$ cat src/rtl/mips_cpu_wb_arbiter.sv
// Writeback arbiter: two small request FIFOs drained round-robin into the single
// registered register-file write port, with pending-write hazard lookup for decode.

module mips_cpu_wb_fifo #(
    parameter int DATA_W = 32,
    parameter int ADDR_W = 5,
    parameter int DEPTH  = 2
) (
    input  logic              clk,
    input  logic              reset_n,
    input  logic              push,
    input  logic [ADDR_W-1:0] push_reg,
    input  logic [DATA_W-1:0] push_data,
    input  logic              pop,
    output logic              full,
    output logic              empty,
    output logic [ADDR_W-1:0] head_reg,
    output logic [DATA_W-1:0] head_data,
    input  logic [ADDR_W-1:0] chk_reg_1,
    input  logic [ADDR_W-1:0] chk_reg_2,
    output logic              hit_1,
    output logic              hit_2
);
    localparam int IDX_W = $clog2(DEPTH);
    localparam int PTR_W = IDX_W + 1;

    logic [PTR_W-1:0]  wr_ptr;
    logic [PTR_W-1:0]  rd_ptr;
    logic [PTR_W-1:0]  count;
    logic [IDX_W-1:0]  offset;
    logic              live;
    logic [ADDR_W-1:0] reg_mem  [DEPTH];
    logic [DATA_W-1:0] data_mem [DEPTH];

    assign count     = wr_ptr - rd_ptr;
    assign empty     = (wr_ptr == rd_ptr);
    assign full      = (wr_ptr[IDX_W] != rd_ptr[IDX_W]) &&
                       (wr_ptr[IDX_W-1:0] == rd_ptr[IDX_W-1:0]);
    assign head_reg  = reg_mem[rd_ptr[IDX_W-1:0]];
    assign head_data = data_mem[rd_ptr[IDX_W-1:0]];

    always_ff @(posedge clk or negedge reset_n) begin
        if (!reset_n) begin
            wr_ptr <= '0;
            rd_ptr <= '0;
        end else begin
            if (push) wr_ptr <= wr_ptr + PTR_W'(1);
            if (pop)  rd_ptr <= rd_ptr + PTR_W'(1);
        end
    end

    // Storage carries no reset: occupancy is defined by the pointers alone.
    always_ff @(posedge clk) begin
        if (push) begin
            reg_mem[wr_ptr[IDX_W-1:0]]  <= push_reg;
            data_mem[wr_ptr[IDX_W-1:0]] <= push_data;
        end
    end

    // A slot counts only if it lies between the read and write pointers; stale
    // contents of already-drained slots must not raise a hazard.
    always_comb begin
        hit_1  = 1'b0;
        hit_2  = 1'b0;
        offset = '0;
        live   = 1'b0;
        for (int i = 0; i < DEPTH; i++) begin
            offset = IDX_W'(i) - rd_ptr[IDX_W-1:0];
            live   = (PTR_W'(offset) < count);
            if (live && (reg_mem[i] == chk_reg_1)) hit_1 = 1'b1;
            if (live && (reg_mem[i] == chk_reg_2)) hit_2 = 1'b1;
        end
    end
endmodule

module mips_cpu_wb_arbiter #(
    parameter int DATA_W = 32,
    parameter int ADDR_W = 5,
    parameter int DEPTH  = 2
) (
    input  logic              clk,
    input  logic              reset_n,
    input  logic              a_valid,
    output logic              a_ready,
    input  logic [ADDR_W-1:0] a_reg,
    input  logic [DATA_W-1:0] a_data,
    input  logic              b_valid,
    output logic              b_ready,
    input  logic [ADDR_W-1:0] b_reg,
    input  logic [DATA_W-1:0] b_data,
    output logic              write_en,
    output logic [ADDR_W-1:0] write_reg,
    output logic [DATA_W-1:0] write_data,
    input  logic [ADDR_W-1:0] chk_reg_1,
    input  logic [ADDR_W-1:0] chk_reg_2,
    output logic              hazard_1,
    output logic              hazard_2,
    output logic              busy
);
    typedef enum logic {GRANT_A, GRANT_B} grant_t;

    grant_t            last_grant, last_grant_next;
    logic              a_full, a_empty, b_full, b_empty;
    logic              a_push, b_push, a_pop, b_pop;
    logic [ADDR_W-1:0] a_head_reg, b_head_reg;
    logic [DATA_W-1:0] a_head_data, b_head_data;
    logic              a_hit_1, a_hit_2, b_hit_1, b_hit_2;

    // Ready comes only from registered occupancy, so a full FIFO never accepts
    // in the cycle it is being drained.
    assign a_ready = reset_n && !a_full;
    assign b_ready = reset_n && !b_full;
    // Writes to $0 complete the handshake but are dropped here.
    assign a_push  = a_valid && a_ready && (a_reg != '0);
    assign b_push  = b_valid && b_ready && (b_reg != '0);

    mips_cpu_wb_fifo #(.DATA_W(DATA_W), .ADDR_W(ADDR_W), .DEPTH(DEPTH)) u_fifo_a (
        .clk(clk), .reset_n(reset_n), .push(a_push), .push_reg(a_reg), .push_data(a_data),
        .pop(a_pop), .full(a_full), .empty(a_empty), .head_reg(a_head_reg),
        .head_data(a_head_data), .chk_reg_1(chk_reg_1), .chk_reg_2(chk_reg_2),
        .hit_1(a_hit_1), .hit_2(a_hit_2)
    );

    mips_cpu_wb_fifo #(.DATA_W(DATA_W), .ADDR_W(ADDR_W), .DEPTH(DEPTH)) u_fifo_b (
        .clk(clk), .reset_n(reset_n), .push(b_push), .push_reg(b_reg), .push_data(b_data),
        .pop(b_pop), .full(b_full), .empty(b_empty), .head_reg(b_head_reg),
        .head_data(b_head_data), .chk_reg_1(chk_reg_1), .chk_reg_2(chk_reg_2),
        .hit_1(b_hit_1), .hit_2(b_hit_2)
    );

    always_ff @(posedge clk or negedge reset_n) begin
        if (!reset_n) last_grant <= GRANT_B;
        else          last_grant <= last_grant_next;
    end

    always_comb begin
        a_pop           = 1'b0;
        b_pop           = 1'b0;
        last_grant_next = last_grant;
        if (!a_empty && (b_empty || last_grant == GRANT_B)) begin
            a_pop           = 1'b1;
            last_grant_next = GRANT_A;
        end else if (!b_empty) begin
            b_pop           = 1'b1;
            last_grant_next = GRANT_B;
        end
    end

    // Output stage: one popped entry per cycle; address/data hold when idle.
    always_ff @(posedge clk or negedge reset_n) begin
        if (!reset_n) begin
            write_en   <= 1'b0;
            write_reg  <= '0;
            write_data <= '0;
        end else begin
            write_en <= a_pop || b_pop;
            if (a_pop) begin
                write_reg  <= a_head_reg;
                write_data <= a_head_data;
            end else if (b_pop) begin
                write_reg  <= b_head_reg;
                write_data <= b_head_data;
            end
        end
    end

    assign hazard_1 = (chk_reg_1 != '0) &&
                      (a_hit_1 || b_hit_1 || (write_en && (write_reg == chk_reg_1)));
    assign hazard_2 = (chk_reg_2 != '0) &&
                      (a_hit_2 || b_hit_2 || (write_en && (write_reg == chk_reg_2)));
    assign busy     = !a_empty || !b_empty || write_en;
endmodule

$ cat config.mk
export PLATFORM = sky130hd
export DESIGN_NAME = mips_cpu_wb_arbiter
export DESIGN_NICKNAME = d
export VERILOG_FILES = /design/src/rtl/mips_cpu_wb_arbiter.sv
export SDC_FILE = /design/constraint.sdc
export NUM_CORES = 1
export LEC_CHECK = 0
export CORE_ASPECT_RATIO = 0.9
export CORE_MARGIN = 4
export CORE_UTILIZATION = 50
export CTS_CLUSTER_SIZE = 28
export DETAILED_ROUTE_END_ITERATION = 8
export DONT_BUFFER_PORTS = 1
export GPL_TIMING_DRIVEN = 0
export MAX_ROUTING_LAYER = met4
export PLACE_DENSITY = 0.7
export SETUP_SLACK_MARGIN = 0.02
export SKIP_LAST_GASP = 1
export SYNTH_ARGS = -nofsm -noshare
export SYNTH_HDL_FRONTEND = slang
export SYNTH_HIERARCHICAL = 1
export SYNTH_SLANG_ARGS = --single-unit
$ cat constraint.sdc
create_clock -name clk -period 3.4 [get_ports clk]
set_clock_uncertainty 0.1 [all_clocks]
set_input_delay 0.51 -clock clk [delete_from_list [all_inputs] [get_ports clk]]
set_output_delay 0.51 -clock clk [all_outputs]
set_load 0.005 [all_outputs]
==> results_dict.tcl <==
set metrics [dict create \
    synth_nets 625 \
    rrSetupSlack_ns 0.52 \
    grt_pass1_vias 4785 \
    multiInputGateArea_um2 2520 \
    fillers 1272 \
    syn_avg_cell_area_um2 15.7 \
    drc 0 \
    crit_fanout 5 \
    io_buffers 0 \
    cts_buffers 17 \
    synth_compound_area_frac 0.0453 \
    maxSlewHeadroom 0.624 \
    ioPinCount 131 \
    synth_fa_ha_area_frac 0.00903 \
    htree_levels 4 \
    cts_buffer_depth 2 \
    viasPerCell 5.66 \
    outcome "finished, final reports clean" \
    drv_slew 0 \
    rsz0062_at_grt "false" \
    reg2regPathDepth 8 \
    yosysSeqAreaShare 0.676 \
    track_usage 0.208 \
    hold-path-cell-count 0 \
    fin_cells 779 \
    post_cts_resized 0 \
    power.leakage_nw 3.12 \
    dp_slack_ns 0.515 \
    yosysTopAreaCell "edfxtp_1" \
    arrival_ns 2.46 \
    placementRows 44 \
    setup_slack_ns 0.331 \
    drt_iter0_markers 245 \
    fp.coreArea_um2 16200 \
    layout-drive-gt1-share 0.302 \
    fin_tns_setup_ns 0 \
    netlist_instances 531 \
    synth-main-ff-cell "edfxtp_1" \
    hold_viol_final 0 \
    area_delta_synth_final_pct 11.7 \
    overflow 0 \
    crit_required_ns 2.79 \
    fin_util 0.572 \
    gp_congestion 0.932 \
    crit_path_start_kind "flop" \
    grt_pass1_wl_um 27700 \
    final.min_clock_period_ns 3.07 \
    ant_nets 0 \
    initial_core_util 0.512 \
    setup_viol 0 \
    critical_path_class "reg2out" \
    vdd_ir_drop_max_mv 0.509 \
    routedWlPerCell_um 23.2 \
    nets 650 \
    die_w_um 144 \
    synthArstFlopShare 0.241 \
    clkSinkCount 195 \
    synth.top_cell.area_share 0.534 \
    holdWs_ns 0.0839 \
    synthSimpleGateAreaFrac 0.0807 \
    synth_xor_area_frac 0.0621 \
    synth-edff-count 148 \
    holdCritPathClass "in2reg" \
    fin_area_um2 9290 \
    seqCellArea_um2 5620 \
    cts_root_buf "clkbuf_16" \
    yosys_warnings 6 \
    drt_pass1_iterations 4 \
    cts_tree "yes" \
    yosys_register_bits 195 \
    hpwl_um 12400 \
    insertion_delay_ns 0.42 \
    finalCritPeriodShare 0.903 \
    drt_wl_total_um 18100 \
    maxCapViolCount 0 \
    tightest_slew_ns 0.563 \
    dp_cells 742 \
    ys_types 34 \
    clk_pin_slew_ns 0.07 \
    syn_area_um2 8320 \
    critPathCaptureType "primary output" \
    p_per_area_nw_per_um2 1000 \
    grt_max_degree 48 \
    die_area_um2 18800 \
    fp.dieH_um 130 \
    vias 4408 \
    synth.area.mux_share 0.104 \
    synth_area_leaders "edfxtp_1, dfrtp_1, mux2_2" \
    total_power_mw 9.31 \
    place_area_um2 8670 \
    antenna_found_initial 0 \
    synth_top_family_by_area "multiplexers" \
    fmax_ghz 0.326 \
]
==> where the power goes <==
part	switching [mW]	total, mW	internal [mW]
clock	0.815	1.94	1.12
sequential	0.395	3.63	3.23
combinational	2.16	3.74	1.58
total	3.37	9.31	5.94
==> synth_stat cells, types with 5 or more instances <==
cell	n
nand4_1	9
o21ai_0	5
nor3_2	29
nor2_1	36
nor2b_1	6
edfxtp_1	148
dfrtp_1	46
mux2_2	74
xnor2_1	49
nor3_1	8
buf_2	10
ha_1	6
buf_4	10
nand2_1	9
o22ai_1	35
inv_1	7
xor2_1	10
==> cells by family after synthesis <==
logic type,count (synthesis)
and+or+nand+nor,108
buffers and inverters,31
AOI/OAI and AO/OA,55
adders and majority gates,6
xor gates and xnor gates,59
muxes,77
DFF,195
==> metal layers <==
metal  global-route usage  part of all wire
met3               0.0857             0.097
met2                0.326              0.49
met4               0.0471            0.0068
met1                0.254              0.41
met5                    -                 0
==> worst max-delay path, stage by stage (launching register included) <==
cell,delay [ns]
dfrtp_1,0.46
inv_1,0.07
ha_1,0.19
inv_1,0.05
ha_1,0.23
o21ai_0,0.19
o32ai_1,0.14
or3b_2,0.48
a21oi_1,0.13
nor3_1,0.08
==> final timing paths <==
check,from,endpoint
max reg2reg,u_fifo_a/wr_ptr[0]$_DFFE_PN0P_,u_fifo_a/data_mem[0][21]$_DFFE_PP_
min,a_data[10],u_fifo_a/data_mem[1][10]$_DFFE_PP_
max,u_fifo_b/wr_ptr[0]$_DFFE_PN0P_,hazard_2
min reg2reg,u_fifo_a/rd_ptr[1]$_DFFE_PN0P_,u_fifo_a/rd_ptr[1]$_DFFE_PN0P_
max in group asynchronous,reset_n,last_grant$_DFFE_PN1P_
min in group asynchronous,reset_n,write_data[10]$_DFFE_PN0P_
==> what timing repair did <==
action,CTS,global route
setup endpoints to repair,0,0
setup buffers,0,0
hold buffers,2,0
endpoints found under the hold margin,47,0
==> placed cells by master (no fill, tap or decap), types with 3 or more instances in the layout <==
cell type and n:
ha_1 6, nor3_2 29, a21oi_1 3, nor2_1 36, inv_1 7, o32ai_1 4, o21ai_0 5, clkbuf_16 17
buf_6 3, dfrtp_1 46, o22ai_1 35, nor3_1 8, xnor2_1 49, diode_2 3, buf_12 4, mux2i_1 3
xor2_1 10, clkinv_2 3, clkinvlp_4 3, nand2_1 9, nand4_1 9, clkbuf_1 4, nor2b_1 4, o221a_2 3
mux2_2 74, nand2b_1 3, buf_2 10, edfxtp_1 148, buf_4 10
==> cell type report <==
type / instances / area share
buffer: 23 / 0.0171
multi-input combinational: 305 / 0.271
timing repair buffer: 6 / 0.0127
antenna: 3 / 0.000808
clock buffer: 23 / 0.0504
tap: 207 / 0.0279
clock inverter: 9 / 0.0114
sequential: 195 / 0.605
inverter: 8 / 0.00350
Power figures use the tool's default switching activity.
